<file path="src/rtl/gray_conv_ctrl.sv">
// gray_conv_ctrl
//   Sequencing controller and I/O stage that sits in front of a bit-serial
//   binary<->Gray converter datapath. It takes one byte and a direction bit over
//   a valid/ready handshake and holds the byte on the datapath input. It then
//   walks the datapath strobes from MSB to LSB, captures the finished result,
//   and presents that result downstream over a second valid/ready handshake.
//
//   Fixed latency: out_valid rises 18 cycles after the accept cycle.
//
// Parameters
//   DATA_W          byte width; only 8 is supported (elaboration error otherwise)
//   ACCEPT_ON_DRAIN 1: a new byte may be accepted in the cycle the result drains
//
// Ports
//   clk, rst                  clock (rising edge), async active-low reset
//   in_valid/in_ready/in_data/in_mode   upstream handshake, mode 0=bin->Gray, 1=Gray->bin
//   dp_data_in                held input byte driving the datapath
//   dp_data_out               datapath result byte
//   R1_in..R4_in, bit_index, R1_bit_sel, load_R2_bit,
//   use_R1_for_R3, use_R1_for_R4        registered datapath control strobes
//   out_valid/out_ready/out_data        downstream handshake
//   busy                      high whenever not idle
//   chk_err                   result self-check flag
//
// Build option
//   GRAY_CTRL_SELFCHK_EN      when defined, compares the datapath result with a
//                             locally computed reference; otherwise chk_err = 0.
module gray_conv_ctrl #(
   parameter int DATA_W          = 8,
   parameter bit ACCEPT_ON_DRAIN = 1'b1
) (
   input  logic              clk,
   input  logic              rst,
   input  logic              in_valid,
   output logic              in_ready,
   input  logic [DATA_W-1:0] in_data,
   input  logic              in_mode,
   output logic [DATA_W-1:0] dp_data_in,
   input  logic [DATA_W-1:0] dp_data_out,
   output logic              R1_in,
   output logic              R2_in,
   output logic              R3_in,
   output logic              R4_in,
   output logic [2:0]        bit_index,
   output logic              R1_bit_sel,
   output logic              load_R2_bit,
   output logic              use_R1_for_R3,
   output logic              use_R1_for_R4,
   output logic              out_valid,
   input  logic              out_ready,
   output logic [DATA_W-1:0] out_data,
   output logic              busy,
   output logic              chk_err
);

   generate
      if (DATA_W != 8) begin : g_width_check
         $error("gray_conv_ctrl: DATA_W must be 8");
      end
   endgenerate

   typedef enum logic [2:0] {
      S_IDLE = 3'd0,
      S_LOAD = 3'd1,
      S_MSB  = 3'd2,
      S_OPS  = 3'd3,
      S_WR   = 3'd4,
      S_CAP  = 3'd5,
      S_OUT  = 3'd6
   } state_t;

   state_t     state_r;
   state_t     state_nxt;
   logic [2:0] idx_r;
   logic [2:0] idx_nxt;
   logic       mode_r;
   logic       accept;
   logic       bit_phase_nxt;

   // in_ready is the only output allowed to follow out_ready combinationally.
   assign in_ready = (state_r == S_IDLE) |
                     ((ACCEPT_ON_DRAIN != 1'b0) & (state_r == S_OUT) & out_ready);
   assign accept   = in_valid & in_ready;

   // bit_index is the index register itself; it reads 7 outside the bit loop.
   assign bit_index     = idx_r;
   assign bit_phase_nxt = (state_nxt == S_OPS) | (state_nxt == S_WR);
   assign R2_in         = 1'b0;

   // Next-state and bit-counter decode.
   always_comb begin
      state_nxt = state_r;
      idx_nxt   = idx_r;
      case (state_r)
         S_IDLE: begin
            if (accept) state_nxt = S_LOAD;
            else        state_nxt = S_IDLE;
         end
         S_LOAD: state_nxt = S_MSB;
         S_MSB: begin
            state_nxt = S_OPS;
            idx_nxt   = 3'd6;
         end
         S_OPS: state_nxt = S_WR;
         S_WR: begin
            if (idx_r == 3'd0) begin
               state_nxt = S_CAP;
               idx_nxt   = 3'd7;
            end else begin
               state_nxt = S_OPS;
               idx_nxt   = idx_r - 3'd1;
            end
         end
         S_CAP: state_nxt = S_OUT;
         S_OUT: begin
            if (!out_ready)  state_nxt = S_OUT;
            else if (accept) state_nxt = S_LOAD;
            else             state_nxt = S_IDLE;
         end
         default: begin
            state_nxt = S_IDLE;
            idx_nxt   = 3'd7;
         end
      endcase
   end

   // State register with strobes decoded from the next state, so every
   // datapath control is a flop output.
   always_ff @(posedge clk or negedge rst) begin
      if (!rst) begin
         state_r       <= S_IDLE;
         idx_r         <= 3'd7;
         mode_r        <= 1'b0;
         dp_data_in    <= {DATA_W{1'b0}};
         out_data      <= {DATA_W{1'b0}};
         R1_in         <= 1'b0;
         R3_in         <= 1'b0;
         R4_in         <= 1'b0;
         load_R2_bit   <= 1'b0;
         R1_bit_sel    <= 1'b0;
         use_R1_for_R3 <= 1'b0;
         use_R1_for_R4 <= 1'b0;
         out_valid     <= 1'b0;
         busy          <= 1'b0;
      end else begin
         state_r       <= state_nxt;
         idx_r         <= idx_nxt;
         R1_in         <= (state_nxt == S_LOAD);
         R3_in         <= (state_nxt == S_OPS);
         R4_in         <= (state_nxt == S_OPS);
         load_R2_bit   <= (state_nxt == S_MSB) | (state_nxt == S_WR);
         // Mode 0 pairs R1[i+1] with R1[i]; mode 1 pairs R1[i] with R2[i+1].
         use_R1_for_R3 <= bit_phase_nxt;
         R1_bit_sel    <= bit_phase_nxt & ~mode_r;
         use_R1_for_R4 <= bit_phase_nxt & ~mode_r;
         out_valid     <= (state_nxt == S_OUT);
         busy          <= (state_nxt != S_IDLE);
         if (accept) begin
            dp_data_in <= in_data;
            mode_r     <= in_mode;
         end
         if (state_r == S_CAP) begin
            out_data <= dp_data_out;
         end
      end
   end

`ifdef GRAY_CTRL_SELFCHK_EN
   function automatic logic [DATA_W-1:0] bin_to_gray(input logic [DATA_W-1:0] b);
      return b ^ (b >> 1);
   endfunction

   // Prefix XOR running from the MSB down.
   function automatic logic [DATA_W-1:0] gray_to_bin(input logic [DATA_W-1:0] g);
      logic [DATA_W-1:0] b;
      logic              acc;
      b   = {DATA_W{1'b0}};
      acc = 1'b0;
      for (int i = DATA_W - 1; i >= 0; i--) begin
         acc  = acc ^ g[i];
         b[i] = acc;
      end
      return b;
   endfunction

   logic [DATA_W-1:0] chk_expect;
   logic              chk_err_r;

   assign chk_expect = mode_r ? gray_to_bin(dp_data_in) : bin_to_gray(dp_data_in);
   assign chk_err    = chk_err_r;

   // Result check: set at capture so it rises with out_valid, cleared on drain.
   always_ff @(posedge clk or negedge rst) begin
      if (!rst) begin
         chk_err_r <= 1'b0;
      end else if (state_r == S_CAP) begin
         chk_err_r <= (dp_data_out != chk_expect);
      end else if ((state_r == S_OUT) && out_ready) begin
         chk_err_r <= 1'b0;
      end
   end
`else
   assign chk_err = 1'b0;
`endif

endmodule

</file>
<file path="config.mk">
export PLATFORM = sky130hd
export DESIGN_NAME = gray_conv_ctrl
export DESIGN_NICKNAME = d
export VERILOG_FILES = /design/src/rtl/gray_conv_ctrl.sv
export SDC_FILE = /design/constraint.sdc
export NUM_CORES = 1
export LEC_CHECK = 0
export CAP_MARGIN = 20
export CORE_ASPECT_RATIO = 0.9
export CORE_MARGIN = 8
export CORE_UTILIZATION = 55
export DETAILED_ROUTE_END_ITERATION = 8
export DONT_BUFFER_PORTS = 1
export PLACE_DENSITY = 0.7
export SYNTH_ARGS = -nofsm -noshare
export SYNTH_HDL_FRONTEND = slang
export SYNTH_SLANG_ARGS = --single-unit
export TNS_END_PERCENT = 5
</file>
<file path="constraint.sdc">
create_clock -name clk -period 3.5 [get_ports clk]
set_input_delay 0.35 -clock clk [delete_from_list [all_inputs] [get_ports clk]]
set_output_delay 0.35 -clock clk [all_outputs]
set_load 0.02 [all_outputs]
</file>
-- Word-level counts from Yosys, hierarchy flattened
Index checks and enable logic that the tools add are counted.
Widths: inputs -> output; s select.
- output and inout bits: 31
- register bits after elaboration: 30
- word-level logic and storage cells: 41
- bitwise logic cells: 7
- multiplexer cells: 6
- reduce and logical (&&, ||, !) cells: 4
- add/subtract/negate cells: 1
- eq/ne operators: 11
- operators with widths (kind ; count):
    $pmux 3 s7 ; 1
    $eq 3x3->1 const B ; 5
    $eq 3x2->1 const B ; 4
    $mux 3 ; 3
    $pmux 3 s3 ; 1
    $eq 3x1->1 const B ; 2
    $logic_not 3->1 ; 2
    $reduce_or 5->1 ; 1
    $and 1x1->1 ; 3
    $or 1x1->1 ; 3
    $reduce_bool 3->1 ; 1
    $sub 3x1->3 const B ; 1
    $mux 1 ; 1
    $not 1->1 ; 1

-- Logic depth before layout (Yosys ltp)
- depth in word-level cells: 10
- gate-level depth with buffers: 5
- depth with buffers taken out: 5

-- Worst setup path before layout
Ideal clock, no wire load.
- path kind: flip-flop to flip-flop
- start: reg state_r[2]
- end: reg dp_data_in[0]
- stages on the path, launching flop included: 5
- data arrival time: 1347 ps
- data required time: 3375 ps
- setup slack: 2028 ps
- path through: dfrtp_1 -> or2_1 -> a211o_1 -> buf_6 -> mux2_4
- word-level cells in the longest chain between the ends: 4
- elaborated cells on any way between the ends: 5
- ends and longest elaborated chain (item ; RTL line ; source):
    start, declared ; 72 ; state_t state_r;
    start signal, assigned ; 146 ; state_r <= state_nxt;
    $eq 3x3->1 ; 82 ; ((ACCEPT_ON_DRAIN != 1'b0) & (state_r == S_OUT) & out_ready);
    $and 1x1->1 ; 82 ;
    $or 1x1->1 * ; 81 ; assign in_ready = (state_r == S_IDLE) |
    $and 1x1->1 * ; 83 ; assign accept = in_valid & in_ready;
    end signal, assigned ; 134 ; dp_data_in <= {DATA_W{1'b0}};
    end signal, assigned ; 159 ; dp_data_in <= in_data;
    end, declared ; 38 ; output logic [DATA_W-1:0] dp_data_in,
Every way passes the cells marked *; elsewhere a longest branch is shown, timed or not.
A chain may end at the register's enable or synchronous reset.

-- Final worst setup path
- start: reg state_r[2]
- end: out in_ready
- word-level cells in the longest chain between the ends: 3
- elaborated cells on any way between the ends: 4
- ends and longest elaborated chain (item ; RTL line ; source):
    $eq 3x3->1 ; 82 ;
    $and 1x1->1 ; 82 ;
    $or 1x1->1 * ; 81 ;
    end, declared ; 35 ; output logic in_ready,
Marked as above.

==> impl_metrics.sql <==
INSERT INTO impl_metrics (metric_group, metric, value, unit) VALUES
('status', 'run_status', 'completed', ''),
('clock_tree', 'setup_repair_bufs_after_cts', '0', ''),
('final_layout', 'finish.net_count', '136', ''),
('die', 'fp.dieW', '68.59', 'um'),
('clock_tree', 'postCtsResizedCells', '0', ''),
('final_layout', 'num-fill-cells', '202', ''),
('timing', 'report.final.slew_viol_count', '0', ''),
('synthesis', 'synth_top_cells_by_area', 'sky130_fd_sc_hd__dfrtp_1 (49%), sky130_fd_sc_hd__mux2_4 (9.9%), sky130_fd_sc_hd__mux2_2 (6.6%)', ''),
('timing', 'final.hold.worst_slack', '0.1687', 'ns'),
('power', 'part_of_the_total_power_dissipated_in_combinational_logic', '0.277', ''),
('critical_path', 'cp-end-kind', 'output pin', ''),
('global_routing', 'grt_first_pass_wirelength', '3.808', 'mm'),
('clock_tree', 'post_cts_hold_buffer_count', '2', ''),
('timing', 'tightestPinTransition', '0.5303', 'ns'),
('synthesis', 'yosys_warnings', '0', ''),
('clock_tree', 'cts.htree.levels', '2', ''),
('timing', 'setup_viol', '0', ''),
('synthesis', 'synth.yosys.seq_area_share', '0.5512', ''),
('power', 'clock_power_share', '0.140', ''),
('die', 'fp-row-count', '17', ''),
('die', 'die-area', '0.004343', 'mm2'),
('global_routing', 'grt_pass1_vias', '811', ''),
('power', 'peakVddDrop', '0.6595', 'mV'),
('power', 'pd_cells', '1048', 'mW/mm2'),
('timing', 'grt_setup_unrepaired', 'false', ''),
('global_routing', 'grt_use_total', '0.1166', ''),
('routing', 'antenna_violating_nets_post_route', '0', ''),
('routing', 'drtIter0Drc', '28', ''),
('clock_tree', 'clk_sinks', '30', ''),
('synthesis', 'number_of_register_bits_inferred_by_synthesis', '30', ''),
('timing', 'final.min_clock_period', '1.958', 'ns'),
('timing', 'achievable-frequency', '510.6', 'MHz'),
('clock_tree', 'clk-insertion-delay-late', '0.32', 'ns'),
('routing', 'post_drt_via_cell_ratio', '5.859', ''),
('synthesis', 'syn_inst', '112', ''),
('die', 'die_y_extent', '63.33', 'um'),
('global_routing', 'grt_start_max_net_pins', '31', ''),
('synthesis', 'async_flop_share', '1.000', ''),
('synthesis', 'number_of_enable_flip_flop_cells_after_synthesis', '0', ''),
('critical_path', 'critical_path.max_stage_delay', '0.55', 'ns'),
('routing', 'totalWireLength', '2.507', 'mm'),
('critical_path', 'path_max_fanout', '17', ''),
('critical_path', 'timing.critical_path.required', '3.15', 'ns'),
('power', 'power.switching', '647.3', 'uW'),
('clock_tree', 'cts_buffers', '5', ''),
('power', 'power_internal', '867.6', 'uW'),
('routing', 'drt_pass1_iterations', '4', ''),
('power', 'static_leakage_power', '0.0006672', 'uW'),
('placed_design', 'place_congestion', '0.7726', ''),
('critical_path', 'crit_chain', 'or2_1 > a21oi_1', ''),
('hold_path', 'min_path_type', 'input port to register', ''),
('clock_tree', 'clock-root-buffer', 'sky130_fd_sc_hd__clkbuf_4', ''),
('timing', 'worst_clock_skew', '0.002237', 'ns'),
('routing', 'vias', '832', ''),
('clock_tree', 'cts_buffer_depth', '2', ''),
('die', 'ioPinCount', '52', ''),
('timing', 'timing.final.hold_violations', '0', ''),
('synthesis', 'synth_top_area_share', '0.4936', ''),
('timing', 'setup-tns-final', '0', 'ns'),
('synthesis', 'netlist_area', '0.001369', 'mm2'),
('critical_path', 'crit_arrival', '1.61', 'ns'),
('critical_path', 'timing.setup.critical_path_class', 'register to output pin', ''),
('placed_design', 'placement.io_buffers', '0', ''),
('routing', 'post-route-drc-count', '0', ''),
('final_layout', 'antennaDiodeCount', '0', ''),
('global_routing', 'antenna_found_initial', '0', ''),
('placed_design', 'hpwlAfterDp', '1.878', 'mm'),
('critical_path', 'critical_path.slowest_cell', 'sky130_fd_sc_hd__dfrtp_1', ''),
('synthesis', 'synth_top_area_cell', 'sky130_fd_sc_hd__dfrtp_1', ''),
('routing', 'route.detailed.wl_per_inst', '17.65', 'um'),
('power', 'sequentialPowerShare', '0.583', '');
[flip-flops by register name, indices dropped and copies added (netlist names)]
register and cells:
state_r 3, dp_data_in 8, load_R2_bit 1, out_data 8
use_R1_for_R3 1, mode_r 1, R4_in 1, out_valid 1
busy 1, bit_index 3, R1_in 1, use_R1_for_R4 1
[metrics by stage]
| step | cell area [um2] | setup WS, ns | std cells | power, uW | util |
|---|---|---|---|---|---|
| global placement | 1351 | 1.737 | 132 | 1285 | 0.5622 |
| CTS | 1445 | 1.544 | 142 | 1537 | 0.6012 |
| detailed placement | 1351 | 1.698 | 132 | 1311 | 0.5622 |
| global route | 1445 | 1.437 | 142 | 1616 | 0.6012 |
| floorplan | 1373 | 2.028 | 113 | 1237 | - |
| finish | 1445 | 1.542 | 142 | 1515 | 0.6012 |
[power groups by stage]
stage / sequential, uW / clock, uW / combinational [uW]
after CTS: 889 / 223 / 425
after global placement: 889 / 0 / 396
after global routing: 914 / 239 / 462
after detailed placement: 896 / 0 / 415
final: 884 / 212 / 419
after floorplan: 795 / 0 / 442
[synth_stat cells (all sizes together) (2+ instances only)]
master,instances
dfrtp,27
mux2,17
a21oi,7
nand2,7
nand2b,6
buf,5
o21ai,5
clkbuf,4
inv,4
dfstp,3
nor2b,3
nor3,3
ha,2
nand3b,2
[layer usage]
| layer | vias up | routed length (um) | GRT usage |
|---|---|---|---|
| li1 | 386 | - | - |
| met1 | 401 | 961 | 0.1286 |
| met2 | 38 | 1199 | 0.1742 |
| met3 | 7 | 299 | 0.06184 |
| met4 | 0 | 47 | 0.06138 |
| met5 | - | 0 | 0 |
[logic make-up (layout without fill, tap and decap cells)]
kind of cell | after synthesis | after routing | share of synthesized area
AOI/OAI and AO/OA | 19 | 19 | 0.08410
buffers and inverters | 13 | 14 | 0.05210
DFF | 30 | 30 | 0.5512
muxes | 18 | 18 | 0.1718
other | 1 | 2 | 0.002740
and+or+nand+nor | 29 | 29 | 0.1198
adders and majority gates | 2 | 2 | 0.01828
[area by class of cell]
| class | count | area (um2) | share of cell area |
|---|---|---|---|
| clock inverters | 2 | 12.51 | 0.008658 |
| inverters | 4 | 15.01 | 0.01039 |
| repair buffers | 2 | 30.03 | 0.02078 |
| well taps | 28 | 35.03 | 0.02424 |
| multi-input cells | 70 | 546.8 | 0.3784 |
| clock buffers | 6 | 51.30 | 0.03550 |
| flip-flops and latches | 30 | 754.5 | 0.5221 |
[path summary, 6_finish.rpt]
kind                            start       endpoint  slack [ns]  depth (start not counted)
setup / recovery           state_r[2]       in_ready        1.54                          2
hold / removal             in_data[0]  dp_data_in[0]        0.17                          1
setup reg to reg           state_r[2]  dp_data_in[3]        1.68                          3
hold reg to reg                mode_r  use_R1_for_R4        0.45                          1
max in group asynchronous         rst   bit_index[2]        2.82                          2
min in group asynchronous         rst    out_data[5]        0.45                          2
[critical path: cells and delay by family, from the launching register on]
kind,cells,cell delay [ns]
compound gates,1,0.42
flops,1,0.55
simple gates,1,0.31
No activity file was read; power rests on OpenSTA's default activity.
